File: src/rtl/ram_march_tester.sv
// March C- memory tester for a single-port synchronous RAM.
// Aborts on the first mismatch and reports the failing address and march element.
module ram_march_tester #(
    parameter int ADDR_W = 4,
    parameter int DATA_W = 8
) (
    input  logic              in_clk,
    input  logic              in_rst,
    input  logic              in_start,
    output logic              out_busy,
    output logic              out_done,
    output logic              out_pass,
    output logic [ADDR_W-1:0] out_fail_addr,
    output logic [2:0]        out_fail_elem,
    output logic [ADDR_W-1:0] out_ram_addr,
    output logic              out_ram_we,
    output logic [DATA_W-1:0] out_ram_wdata,
    input  logic [DATA_W-1:0] in_ram_rdata
);

    typedef enum logic [2:0] {IDLE, WRITE, READ, CHECK, DONE} state_t;

    localparam logic [ADDR_W-1:0] ADDR_MAX = '1;

    state_t            state_q, state_d;
    logic [ADDR_W-1:0] addr_q, addr_d;
    logic [2:0]        elem_q, elem_d;
    logic              done_q, done_d;
    logic              pass_q, pass_d;
    logic [ADDR_W-1:0] failAddr_q, failAddr_d;
    logic [2:0]        failElem_q, failElem_d;

    logic              elemDown, nextDown, lastAddr, mismatch, ramWe;
    logic [2:0]        nextElem;
    logic [DATA_W-1:0] expWord, wrWord, ramWdata;

    always_ff @(posedge in_clk) begin
        if (in_rst) begin
            state_q    <= IDLE;
            addr_q     <= '0;
            elem_q     <= '0;
            done_q     <= 1'b0;
            pass_q     <= 1'b0;
            failAddr_q <= '0;
            failElem_q <= '0;
        end else begin
            state_q    <= state_d;
            addr_q     <= addr_d;
            elem_q     <= elem_d;
            done_q     <= done_d;
            pass_q     <= pass_d;
            failAddr_q <= failAddr_d;
            failElem_q <= failElem_d;
        end
    end

    // E3/E4 walk downward; E2/E4 expect ones; E1/E3 write ones.
    always_comb begin
        elemDown = (elem_q == 3'd3) || (elem_q == 3'd4);
        nextElem = elem_q + 3'd1;
        nextDown = (nextElem == 3'd3) || (nextElem == 3'd4);
        expWord  = ((elem_q == 3'd2) || (elem_q == 3'd4)) ? '1 : '0;
        wrWord   = ((elem_q == 3'd1) || (elem_q == 3'd3)) ? '1 : '0;
        lastAddr = elemDown ? (addr_q == '0) : (addr_q == ADDR_MAX);
        mismatch = (in_ram_rdata != expWord);
    end

    always_comb begin
        state_d    = state_q;
        addr_d     = addr_q;
        elem_d     = elem_q;
        done_d     = done_q;
        pass_d     = pass_q;
        failAddr_d = failAddr_q;
        failElem_d = failElem_q;
        ramWe      = 1'b0;
        ramWdata   = '0;
        case (state_q)
            IDLE, DONE: begin
                if (in_start) begin
                    state_d    = WRITE;
                    addr_d     = '0;
                    elem_d     = '0;
                    done_d     = 1'b0;
                    pass_d     = 1'b0;
                    failAddr_d = '0;
                    failElem_d = '0;
                end
            end
            WRITE: begin
                ramWe = 1'b1;
                if (addr_q == ADDR_MAX) begin
                    state_d = READ;
                    elem_d  = 3'd1;
                    addr_d  = '0;
                end else begin
                    addr_d = addr_q + 1'b1;
                end
            end
            READ: begin
                state_d = CHECK;
            end
            CHECK: begin
                if (mismatch) begin
                    state_d    = DONE;
                    done_d     = 1'b1;
                    pass_d     = 1'b0;
                    failAddr_d = addr_q;
                    failElem_d = elem_q;
                end else begin
                    if (elem_q != 3'd5) begin
                        ramWe    = 1'b1;
                        ramWdata = wrWord;
                    end
                    if (!lastAddr) begin
                        state_d = READ;
                        addr_d  = elemDown ? addr_q - 1'b1 : addr_q + 1'b1;
                    end else if (elem_q == 3'd5) begin
                        state_d = DONE;
                        done_d  = 1'b1;
                        pass_d  = 1'b1;
                    end else begin
                        state_d = READ;
                        elem_d  = nextElem;
                        addr_d  = nextDown ? ADDR_MAX : '0;
                    end
                end
            end
            default: begin
                state_d = IDLE;
            end
        endcase
    end

    // Reset gates the write strobe combinationally so a reset edge never lands a write.
    assign out_ram_we    = ramWe & ~in_rst;
    assign out_ram_wdata = ramWdata;
    assign out_ram_addr  = addr_q;
    assign out_busy      = (state_q == WRITE) || (state_q == READ) || (state_q == CHECK);
    assign out_done      = done_q;
    assign out_pass      = pass_q;
    assign out_fail_addr = failAddr_q;
    assign out_fail_elem = failElem_q;

endmodule

File: config.mk
export PLATFORM = sky130hd
export DESIGN_NAME = ram_march_tester
export DESIGN_NICKNAME = d
export VERILOG_FILES = /design/src/rtl/ram_march_tester.sv
export SDC_FILE = /design/constraint.sdc
export NUM_CORES = 1
export LEC_CHECK = 0
export ABC_CLOCK_PERIOD_IN_PS = 3500
export CORE_MARGIN = 8
export CORE_UTILIZATION = 35
export CTS_CLUSTER_SIZE = 20
export DETAILED_ROUTE_END_ITERATION = 10
export PLACE_DENSITY = 0.59
export SLEW_MARGIN = 0
export SYNTH_ARGS = -nofsm -noshare
export SYNTH_HDL_FRONTEND = slang
export SYNTH_SLANG_ARGS = --single-unit
File: constraint.sdc
create_clock -name in_clk -period 3.5 [get_ports in_clk]
set_input_delay 0.35 -clock in_clk [delete_from_list [all_inputs] [get_ports in_clk]]
set_output_delay 0.35 -clock in_clk [all_outputs]
set_load 0.05 [all_outputs]
==> summary.md, run 1 <==
| Metric | Value |
|---|---|
| Initial Util | `35.85%` |
| Clk buf depth | `2` |
| CP peak stage delay | `580 ps` |
| WS Path Type | `in -> out` |
| Post-synthesis async set-or-reset flop share | `0%` |
| Final WL | `3.963 mm` |
| Final GP Congestion | `0.8938` |
| Avg Vias per Cell | `5.613` |
| Hold path depth | `2` |
| Critical path launch point type | `input port` |
| DIE WIDTH | `79.78 µm` |
| Slew HR | `58.15%` |
| Starting DRT DRC Count | `105` |
| Worst Hold Class | `reg -> reg` |
| First drt pass iteration count | `4` |
| Setup violations, final | `0` |
| Multi-input gate area | `900.9 µm²` |
| Vias | `1392` |
| Syn Nets | `196` |
| GR Overflow Total | `0` |
| CP max FO | `3` |
| Layout cells sized above 1 | `11.11%` |
| Achievable Freq | `0.3399 GHz` |
| #FFs+latches synth | `19` |
| Largest net degree at the start of global routing | `19` |
| Status | `finished clean` |
| H-tree levels | `1` |
| Final setup TNS | `0 ps` |
| Post-synth top cells | `dfxtp_1 (19), nand3_1 (19), a21oi_1 (15)` |
| Fin Clk Skew | `5.898 ps` |
| Worst Tran Pin Value | `625.8 ps` |
| PostCTS Resize Cnt | `0` |
| Vias in the first global route | `1343` |
| Critical Path Most Common Cell | `nand2_1` |
| Setup ws final | `557.8 ps` |
| Max-cap violations | `0` |
| Final antenna-violating net count | `0` |
| Synth area leaders | `dfxtp_1 (27%), ha_1 (7.0%), nand3_1 (6.7%)` |
| CTS tree | `yes` |
| Fillers | `400` |
| Final net count | `218` |
| Sequential Area | `380.4 µm²` |
| Core area | `0.003971 mm²` |
| Period utilization | `84.06%` |
| Static leakage | `0.6220 nW` |
| Dpl cells | `244` |
| CP max stage cell | `or4_1` |
| Total design power | `0.5141 mW` |
| RSZ-0062 raised after global routing | `no` |
| Worst-path clk slew | `70 ps` |
| Drt wl/cell | `15.98 µm` |
| Num ports | `34` |
| Final worst path period need | `2942 ps` |
| WP depth | `7` |
| Distinct cells, synth | `44` |
| Synth area leader | `dfxtp_1` |
| Mapped cell area | `0.001424 mm²` |
| CTS root buf | `clkbuf_8` |
| I/O Buffers | `33` |
| Fin cells | `248` |
| FP Rows | `23` |
| Crit path cell chain | `clkdlybuf4s50_1 -> or4_1 -> or3_1 -> nand2_1 -> nand2_1 -> a211oi_1 -> buf_12` |
| Post-synthesis sequential area ratio | `26.71%` |
| Final Hold Fails | `0` |
| Pre-CTS setup slack | `537.6 ps` |
| Layout area overhead | `30.23%` |
| First-pass GRT wire length | `6.423 mm` |
| Initial antenna violation count | `0` |
| Yosys Warn Count | `0` |
| Layout Utilization | `46.69%` |
| Hold Buf Count CTS | `0` |
| Pwr dens | `277.3 mW/mm²` |
| Critical path capture point type | `output port` |
| Residual DRC | `0` |
| Synth top area share | `26.71%` |
| Maximum vdd drop | `0.2174 mV` |
| EDFF count, synth | `0` |
| Worst-Skew Late Latency | `250 ps` |
| Req. time, crit path | `3150 ps` |
| Synth Flop Type | `dfxtp_1` |
| Hpwl dp | `3.045 mm` |
| Final instance area | `0.001854 mm²` |
| Post-CTS Setup Inserts | `0` |
| Chip Height | `79.78 µm` |
| Critical Path AT | `2590 ps` |
| Mapped Cells | `177` |
| GRT Overall Usage | `12.23%` |
| Sink Count | `19` |
| Crit path buf inv count | `2` |
| Max Transition Viols Final | `0` |
| Hold slack | `466.0 ps` |
| Crit-path leading delay family | `simple AND/OR/NAND/NOR gates` |
| Antenna cell count | `0` |
| R2R setup slack | `1180 ps` |
| Syn avg cell area | `8.044 µm²` |
| Die area | `0.006365 mm²` |
| R2R cell count | `7` |
| Num CTS Buffers | `3` |
| Placed cell areas | `0.001809 mm²` |
-- state kept, by name, summed over array words and instances, names as in the netlist --
| register | count |
|---|---|
| out_ram_addr | 4 |
| state_q | 3 |
| out_done | 1 |
| out_fail_addr | 4 |
| elem_q | 3 |
| out_pass | 1 |
| out_fail_elem | 3 |
-- worst reg2reg max path: cells and delay by family, from the launching register on --
kind	cells	cell delay (ps)
fa+ha+maj	2	600
compound gates	4	730
mux	1	460
flops	1	390
-- layer usage --
layer	vias to the layer above	track usage (%)	wire [µm]
met5	-	0	0
met4	0	4.182	27
met3	2	3.041	253
met2	47	20.05	1824
met1	647	15.15	1857
li1	696	-	-
-- cells in the final DEF (no fill, tap or decap), types with 2 or more instances in the layout --
cell              n
or3b_2            2
or3_1             3
and3_1            2
a22oi_1           2
ha_1              8
dfxtp_1          19
inv_1            10
nor3_1            6
nand4_1           6
nor2_1            8
a31oi_1           3
clkdlybuf4s50_1  24
o41ai_1           3
buf_12            9
nand2_1          12
mux2i_1           7
nand3_1          19
a32o_1            3
a21oi_1          15
xnor2_1           2
nor3b_1           2
clkbuf_8          3
o32ai_1           3
o21ai_0           5
-- logic make-up (layout without fill, tap and decap cells) --
family                   count (synthesis)  after routing  synth area share (%)
adder cells (fa/ha/maj)                  8              8                 7.030
buffers and inverters                   27             48                 10.02
AO/OA/AOI/OAI                           42             42                 20.30
XOR/XNOR                                 2              2                 1.230
flip-flops                              19             19                 26.71
AND/OR/NAND/NOR                         69             69                 26.36
multiplexers                            10             10                 8.348
-- cell type report --
type,instances,area share [%]
well taps,50,3.374
multi-input cells,131,48.58
clock buffers,4,2.429
inverters,10,2.024
repair buffers,34,23.08
flip-flops and latches,19,20.51
-- report_power, final --
group	switching, mW	leakage, nW	total, mW	internal [mW]
clock network	0.0708	0.0228	0.152	0.0808
logic	0.0803	0.446	0.129	0.0482
registers	0.0117	0.154	0.234	0.222
total	0.163	0.622	0.514	0.351
-- path summary, 6_finish.rpt --
path	from	to
max	in_ram_rdata[0]	out_ram_we
min	out_done	out_done
max reg2reg	elem_q[0]	out_ram_addr[1]
min reg2reg	out_done	out_done
Power figures use the tool's default switching activity.
==> run 2: changes to the inputs <==
- ABC_CLOCK_PERIOD_IN_PS: 3500 -> 2610
- PLACE_DENSITY: 0.59 -> 0.61
- clock period: 3.5 -> 2.61 ns (I/O delays scaled with it)
==> run 2 against run 1 <==
Effect of this change:
- critical path depth unchanged
- clock power increased by 31%
- register-to-register slack got worse by 820 ps
- sequential power increased by 35%
- critical endpoint unchanged
- cell area increased by 4.7%
- setup slack got worse by 460 ps
- sequential share of layout area decreased by 0.80 points
- highest routed layer unchanged
- global-route usage increased by 0.74 points
- critical path type unchanged
- combinational power increased by 40%
==> summary.md, run 2 (synthesis results as in run 1) <==
| Metric | Value |
|---|---|
| Status | `finished clean (unchanged)` |
| Net Sw Power | `0.2207 mW (was 0.1628 mW)` |
| Worst-path clk slew | `70 ps (about the same)` |
| FP Rows | `23 (unchanged)` |
| Critical Path Most Common Cell | `nand2_2 (was nand2_1)` |
| Crit-path leading delay family | `simple AND/OR/NAND/NOR gates (unchanged)` |
| Final Hold Fails | `0 (unchanged)` |
| Commonest non-fill, non-tap cell in the layout | `clkdlybuf4s50_1 (unchanged)` |
| Req. time, crit path | `2350 ps (was 3150 ps)` |
| CTS tree | `yes (unchanged)` |
| Post-CTS Setup Inserts | `0 (unchanged)` |
| Part of the power in combinational logic | `26.0% (was 25.0%)` |
| Pre-CTS setup slack | `0.4965 ps (was 537.6 ps)` |
| Static leakage | `0.6599 nW (was 0.6220 nW)` |
| Final instance area | `0.001942 mm² (was 0.001854 mm²)` |
| Max Transition Viols Final | `0 (unchanged)` |
| WS Path Type | `in -> out (unchanged)` |
| Antenna cell count | `0 (unchanged)` |
| Slew HR | `59.58% (was 58.15%)` |
| Worst Tran Pin Value | `606.3 ps (was 625.8 ps)` |
| GRT Overall Usage | `12.96% (was 12.23%)` |
| First-pass GRT wire length | `6.817 mm (was 6.423 mm)` |
| CP max stage cell | `or4_4 (was or4_1)` |
| Flop pwr share | `45.4% (was 45.5%)` |
| Setup violations, final | `0 (unchanged)` |
| Final setup TNS | `0 ps (unchanged)` |
| Period utilization | `96.15%` |
| Critical path launch point type | `input port (unchanged)` |
| Achievable Freq | `0.3985 GHz` |
| Vias in the first global route | `1530 (was 1343)` |
| CTS root buf | `clkbuf_8 (unchanged)` |
| Hpwl dp | `3.139 mm (was 3.045 mm)` |
| Layout cells sized above 1 | `18.14% (was 11.11%)` |
| Setup ws final | `100.4 ps (was 557.8 ps)` |
| I/O Buffers | `33 (unchanged)` |
| Crit path cell chain | `clkdlybuf4s50_1 -> or4_4 -> or3_4 -> nand2_2 -> nand2_2 -> a211oi_2 -> buf_12 (was clkdlybuf4s50_1 -> or4_1 -> or3_1 -> nand2_1 -> nand2_1 -> a211oi_1 -> buf_12)` |
| Sequential Area | `382.9 µm² (was 380.4 µm²)` |
| Final antenna-violating net count | `0 (unchanged)` |
| Residual DRC | `0 (unchanged)` |
| Maximum vdd drop | `0.2754 mV (was 0.2174 mV)` |
| Chip Height | `79.78 µm (unchanged)` |
| Num ports | `34 (unchanged)` |
| Critical Path AT | `2250 ps (was 2590 ps)` |
| Core area | `0.003971 mm² (unchanged)` |
| Drt wl/cell | `15.84 µm (was 15.98 µm)` |
| Crit path buf inv count | `2 (unchanged)` |
| Placed cell areas | `0.001879 mm² (was 0.001809 mm²)` |
| RSZ-0062 raised after global routing | `no (unchanged)` |
| Hold Buf Count CTS | `0 (unchanged)` |
| Final GP Congestion | `0.8651 (was 0.8938)` |
| Layout Utilization | `48.90% (was 46.69%)` |
| Sink Count | `19 (unchanged)` |
| Worst Hold Class | `reg -> reg (unchanged)` |
| Clock Power Share | `28.6% (was 29.5%)` |
| Avg Vias per Cell | `5.654 (was 5.613)` |
| Fillers | `393 (was 400)` |
| Layout area overhead | `36.38% (was 30.23%)` |
| Num CTS Buffers | `3 (unchanged)` |
| CP peak stage delay | `540 ps (was 580 ps)` |
| R2R setup slack | `360 ps (was 1180 ps)` |
| CP max FO | `2 (was 3)` |
| Clk buf depth | `2 (unchanged)` |
| Final worst path period need | `2510 ps` |
| Initial antenna violation count | `0 (unchanged)` |
| Critical path capture point type | `output port (unchanged)` |
| Final WL | `4.024 mm (was 3.963 mm)` |
| DIE WIDTH | `79.78 µm (unchanged)` |
| Vias | `1436 (was 1392)` |
| Final net count | `224 (was 218)` |
| Worst-Skew Late Latency | `250 ps (about the same)` |
| Die area | `0.006365 mm² (unchanged)` |
| H-tree levels | `1 (unchanged)` |
| Fin Clk Skew | `1.066 ps (was 5.898 ps)` |
| GR Overflow Total | `0 (unchanged)` |
| Pwr dens | `358.0 mW/mm² (was 277.3 mW/mm²)` |
| Internal | `0.4745 mW (was 0.3514 mW)` |
| Commonest cells after routing, fill and taps aside | `clkdlybuf4s50_1 (24), nand3_1 (19), dfxtp_1 (17), a21oi_1 (15) (was clkdlybuf4s50_1 (24), nand3_1 (19), dfxtp_1 (19), a21oi_1 (15), nand2_1 (12))` |
| Largest net degree at the start of global routing | `15 (was 19)` |
| Max-cap violations | `0 (unchanged)` |
| First drt pass iteration count | `4 (unchanged)` |
| Multi-input gate area | `927.1 µm² (was 900.9 µm²)` |
| Switch share | `31.74% (was 31.66%)` |
| Initial Util | `35.85% (unchanged)` |
| Starting DRT DRC Count | `80 (was 105)` |
## run 2: what timing repair did
| action | 4_1_cts | 5_1_grt |
|---|---|---|
| gates resized for setup | 2 | 4 |
| pin swaps | 1 | 0 |
| endpoints found under the setup margin | 9 | 9 |
## run 2: layer usage
layer	GRT usage [%]	share of wire (%)	wire (µm)
met1	15.13	45	1801
met2	22.33	46	1869
met3	3.153	7.4	299
met4	4.727	1.3	54
met5	0	0	0
## run 2: per-stage QoR
stage | power (mW) | std cells | hold slack, ps
3_3_place_gp | 0.4944 | 250 | 446.4
2_1_floorplan | 0.4345 | 177 | 447.4
4_1_cts | 0.7013 | 254 | 474.9
5_1_grt | 0.7299 | 254 | 492.2
3_5_place_dp | 0.4990 | 250 | 457.1
6_report | 0.6952 | 254 | 470.9
## run 2: worst min-delay path, cell delays in order, from the launching register on
cell and delay, ps:
dfxtp_1 310, nand3_1 60, a21oi_1 50
## run 2: power by group through the flow
stage          clock [mW]  sequential (mW)  combinational, mW
4_1_cts             0.208            0.315              0.179
2_1_floorplan           0            0.320              0.115
6_report            0.199            0.316              0.181
3_5_place_dp            0            0.321              0.178
5_1_grt             0.214            0.318              0.198
3_3_place_gp            0            0.320              0.175
## run 2: path summary, 6_finish.rpt
kind / startpoint / to / cells past startpoint
max: in_ram_rdata[4] / out_ram_we / 7
min: out_fail_addr[1] / out_fail_addr[1] / 2
max reg2reg: elem_q[2] / out_ram_addr[1] / 7
min reg2reg: out_fail_addr[1] / out_fail_addr[1] / 2
## run 2: final cells by class
type | count | area share, %
clock buffer | 3 | 2.126
clock inverter | 1 | 0.2577
inverter | 10 | 1.933
multi-input combinational | 131 | 47.74
sequential | 19 | 19.72
tap | 50 | 3.222
timing repair buffer | 40 | 25.00
